===== config.mk =====
export PLATFORM = sky130hd
export DESIGN_NAME = if_pc_stage
export DESIGN_NICKNAME = d
export VERILOG_FILES = /design/src/rtl/if_pc_stage.sv
export SDC_FILE = /design/constraint.sdc
export NUM_CORES = 1
export LEC_CHECK = 0
export CAP_MARGIN = 20
export CORE_ASPECT_RATIO = 1.25
export CORE_MARGIN = 5
export CORE_UTILIZATION = 48
export DETAILED_ROUTE_END_ITERATION = 8
export PLACE_DENSITY = 0.79
export SYNTH_ARGS = -nofsm -noshare
export SYNTH_HDL_FRONTEND = slang
export SYNTH_SLANG_ARGS = --single-unit

===== constraint.sdc =====
create_clock -name clk -period 2.8 [get_ports clk]
set_clock_uncertainty 0.15 [all_clocks]
set_input_delay 0.84 -clock clk [delete_from_list [all_inputs] [get_ports clk]]
set_output_delay 0.84 -clock clk [all_outputs]
set_load 0.005 [all_outputs]

===== src/rtl/if_pc_stage.sv =====
// Instruction-fetch stage: word-addressed PC, imem address, IF/ID latch and a
// one-entry pending-redirect buffer for taken branches that arrive during a stall.
module if_pc_stage #(
    parameter int unsigned               PC_WIDTH    = 32,
    parameter int unsigned               INSTR_WIDTH = 32,
    parameter logic [PC_WIDTH-1:0]       RESET_PC    = '0,
    parameter logic [INSTR_WIDTH-1:0]    NOP_INSTR   = '0
) (
    input  logic                   clk,
    input  logic                   reset,
    input  logic                   stall,
    input  logic                   branch_taken,
    input  logic [PC_WIDTH-1:0]    branch_target,
    output logic [PC_WIDTH-1:0]    imem_addr,
    input  logic [INSTR_WIDTH-1:0] imem_rdata,
    output logic [PC_WIDTH-1:0]    ifid_pc,
    output logic [INSTR_WIDTH-1:0] ifid_instr,
    output logic                   ifid_valid,
    output logic                   redirect_pend
);

    logic [PC_WIDTH-1:0]    pc_q, pc_d;
    logic [PC_WIDTH-1:0]    pend_target_q, pend_target_d;
    logic                   redirect_pend_q, redirect_pend_d;
    logic [PC_WIDTH-1:0]    ifid_pc_q, ifid_pc_d;
    logic [INSTR_WIDTH-1:0] ifid_instr_q, ifid_instr_d;
    logic                   ifid_valid_q, ifid_valid_d;
    logic                   flush;

    // Priority: branch_taken > pending redirect > stall > normal fetch.
    always_comb begin
        pc_d            = pc_q;
        pend_target_d   = pend_target_q;
        redirect_pend_d = redirect_pend_q;
        ifid_pc_d       = ifid_pc_q;
        ifid_instr_d    = ifid_instr_q;
        ifid_valid_d    = ifid_valid_q;
        flush           = 1'b0;

        if (branch_taken) begin
            flush = 1'b1;
            if (stall) begin
                pend_target_d   = branch_target;
                redirect_pend_d = 1'b1;
            end else begin
                pc_d            = branch_target;
                redirect_pend_d = 1'b0;
            end
        end else if (redirect_pend_q && !stall) begin
            flush           = 1'b1;
            pc_d            = pend_target_q;
            redirect_pend_d = 1'b0;
        end else if (!stall && !redirect_pend_q) begin
            pc_d         = pc_q + PC_WIDTH'(1);
            ifid_pc_d    = pc_q;
            ifid_instr_d = imem_rdata;
            ifid_valid_d = 1'b1;
        end

        // The wrong-path fetch is squashed even while the stage is stalled.
        if (flush) begin
            ifid_pc_d    = '0;
            ifid_instr_d = NOP_INSTR;
            ifid_valid_d = 1'b0;
        end
    end

    always_ff @(posedge clk) begin
        if (reset) begin
            pc_q            <= RESET_PC;
            pend_target_q   <= '0;
            redirect_pend_q <= 1'b0;
            ifid_pc_q       <= '0;
            ifid_instr_q    <= NOP_INSTR;
            ifid_valid_q    <= 1'b0;
        end else begin
            pc_q            <= pc_d;
            pend_target_q   <= pend_target_d;
            redirect_pend_q <= redirect_pend_d;
            ifid_pc_q       <= ifid_pc_d;
            ifid_instr_q    <= ifid_instr_d;
            ifid_valid_q    <= ifid_valid_d;
        end
    end

    assign imem_addr     = pc_q;
    assign ifid_pc       = ifid_pc_q;
    assign ifid_instr    = ifid_instr_q;
    assign ifid_valid    = ifid_valid_q;
    assign redirect_pend = redirect_pend_q;

endmodule


==> results.md, run 1 <==
- Required @ worst endpoint: 1.81 ns
- Clock-pin slew on the worst setup and hold paths: 0.06 ns
- Delay-heaviest family, CP: buffers and inverters
- Cell count of the worst reg-to-reg path: 5
- Status: complete, no violations
- Fmax: 400 MHz
- Setup Buffers After CTS: 0
- Layout Nets: 1006
- Share of cells above drive strength 1: 0.101
- DP HPWL: 12300 µm
- Hold EP: pend_target_q[11]$_SDFFE_PP0P_
- Detailed-router iteration count before antenna repair: 5
- Vias/cell: 5.48
- Residual DRC count: 0
- Cell taking the most area after synthesis: dfxtp_1
- CP Max Fanout: 8
- TritonCTS clock tree: built
- # diodes: 0
- RSZ-0062 raised after global routing: false
- DRT Wirelength: 17700 µm
- DR iter-0 viols: 577
- Slew headroom: 0.715
- Mapped cell area: 5850 µm²
- First-pass GRT wire length: 28000 µm
- RR Endpoint: imem_addr[29]$_SDFFE_PP0P_
- Initial Util: 0.485
- Finished Cell Area: 8460 µm²
- Vias in the first global route: 5543
- FF+latch count, synth: 130
- Yosys top cell area share: 0.445
- Antenna viol nets, final: 0
- CTS buffer count: 17
- Cell variety after synth: 58
- Post-synthesis async set-or-reset flop share: 0
- Hold path start: pend_target_q[11]$_SDFFE_PP0P_
- DR WL/cell: 15.9 µm
- Initial antenna violation count: 0
- Post-CTS resize count: 0
- Synth cell count leaders: 229 x nand2_1, 134 x a21oi_1, 130 x dfxtp_1
- WHS Path Cells: 2
- CP bufs+invs: 1
- P_leak: 2.95 nW
- Layout Utilization: 0.702
- H-tree level count: 4
- CP Class: reg -> out
- CP endpoint kind: output port
- Vias after detailed routing: 6104
- Synthesis Warnings: 0
- Clock sinks: 130
- Clk_lat worst skew: 0.41 ns
- Max Cap Viol: 0
- Seq/Total Area, Yosys: 0.445
- Port Buf Inserts: 165
- Die Y-Extent: 133 µm
- Total gr overflow: 0
- Final non-filler cell total: 1113
- GPL Wtd Cong: 0.914
- Post-CTS Hold Fix Bufs: 0
- Fin. Hold Viols: 0
- Post-layout min period: 2.50 ns
- Sequential cell area: 2600 µm²
- Number of flops mapped to enable cells by yosys: 0
- VDD IR max: 414 µV
- Min-Delay Path Class: reg -> reg
- Largest net degree at the start of global routing: 65
- Most common cell in the synthesized netlist: nand2_1
- Final setup vio count: 0
- Area growth syn-to-layout: 44.7%
- Root buffer cell: clkbuf_16
- Post-Syn Area per Cell: 7.59 µm²
- Multi-input combinational cell area: 2920 µm²
- I/O pin count: 166
- Max-slew violations: 0
- Gr usage total: 0.241
- Pwr Total: 4.92 mW
- Sum of negative setup slack: 0 ns
- FF-to-FF Start: imem_addr[20]$_SDFFE_PP0P_
- Slew @ Worst Pin: 0.425 ns
- Power Density: 582 nW/µm²
- Core outline area: 12000 µm²
- Num rows: 45
- Syn Nets: 840
- CTS max path bufs: 2
- CP startpoint kind: flip-flop
- Fillers: 995
- Post-Synthesis Cells: 771
- Period utilization: 0.893
- CP arrival: 1.51 ns
- Die Width: 109 µm
- Reg2reg setup slack: 0.31 ns
- Placement Cell Area: 7830 µm²
- Top FF cell, synth: dfxtp_1
- Slowest stage delay, CP: 0.63 ns
- Worst-path cell chain: clkdlybuf4s50_1
- Synth area leaders: dfxtp_1 44%, nand2_1 15%, a21oi_1 11%, o21ai_0 2.8%, clkbuf_1 2.4%
- CP max stage cell: clkdlybuf4s50_1
- Die area: 14500 µm²
- Post-placement cell count: 1082
## per-layer routing
metal | track usage | share of wire | vias up
met4 | 0.103 | 0.032 | 0
met5 | 0 | 0 | -
li1 | - | - | 2997
met2 | 0.393 | 0.48 | 289
met3 | 0.0504 | 0.080 | 50
met1 | 0.306 | 0.41 | 2768
## area by class of cell
class                   instances  share of cell area
multi-input cells             571               0.345
flip-flops and latches        130               0.308
repair buffers                204               0.243
clock buffers                  17              0.0503
well taps                     164              0.0242
clock inverters                14              0.0241
inverters                      13             0.00577
## registers in the layout (all words and copies together) (netlist names)
name and count:
ifid_pc 32, ifid_valid 1, pend_target_q 32, imem_addr 32, redirect_pend 1, ifid_instr 32
## report_power, final
part | internal (mW) | switching, mW | leakage, nW
Sequential | 1.92 | 0.0597 | 1.06
Clock | 1.50 | 0.852 | 0.297
Combinational | 0.304 | 0.294 | 1.60
## how the worst max path moves through the flow
| stage | startpoint | endpoint | slack, ns | cells after the start |
|---|---|---|---|---|
| 2_1_floorplan | imem_addr[12]$_SDFFE_PP0P_ | imem_addr[29]$_SDFFE_PP0P_ | 0.34 | 6 |
| 3_3_place_gp | stall | imem_addr[20]$_SDFFE_PP0P_ | 0.08 | 5 |
| 3_5_place_dp | stall | imem_addr[20]$_SDFFE_PP0P_ | 0.03 | 5 |
| 4_1_cts | imem_addr[26]$_SDFFE_PP0P_ | imem_addr[26] | 0.28 | 1 |
| 5_1_grt | imem_addr[0]$_SDFFE_PP0P_ | imem_addr[30]$_SDFFE_PP0P_ | 0.21 | 6 |
| 6_report | imem_addr[26]$_SDFFE_PP0P_ | imem_addr[26] | 0.30 | 1 |
## per-stage QoR
step	setup WS [ns]	hold WS [ns]
floorplan	0.343	0.281
global placement	0.0752	0.286
detailed placement	0.0327	0.291
CTS	0.281	0.299
global route	0.205	0.312
finish	0.299	0.299
## layout by cell type, fill, tap and decap left out, types with 7 or more instances in the layout
master             n
clkbuf_16         17
buf_12            10
nand2_1          227
a211oi_1          11
nor3b_1           10
nor2_1            28
xnor2_1            8
a21oi_1          134
and3_1             7
inv_1             12
clkdlybuf4s50_1  163
dfxtp_1          130
nor3_1            12
nand3_1           12
buf_4             29
nand4_1            7
o21ai_0           33
## cells by family after synthesis
family	synth area share
compound gates	0.219
xor+xnor	0.0135
fa+ha+maj	0.00214
buf+inv	0.0584
flops	0.445
mux	0.00342
simple gates	0.259
Note: power is estimated with default switching activity, not from simulation.
==> inputs of run 2 (changes only) <==
--- a/config.mk
+++ b/config.mk
@@ -5,7 +5,7 @@
 export SDC_FILE = /design/constraint.sdc
 export NUM_CORES = 1
 export LEC_CHECK = 0
-export CAP_MARGIN = 20
+export CAP_MARGIN = 0
 export CORE_ASPECT_RATIO = 1.25
 export CORE_MARGIN = 5
 export CORE_UTILIZATION = 48
==> results of run 2 <==
Same layout as run 1: the final DEF is identical, and so are final timing and power.
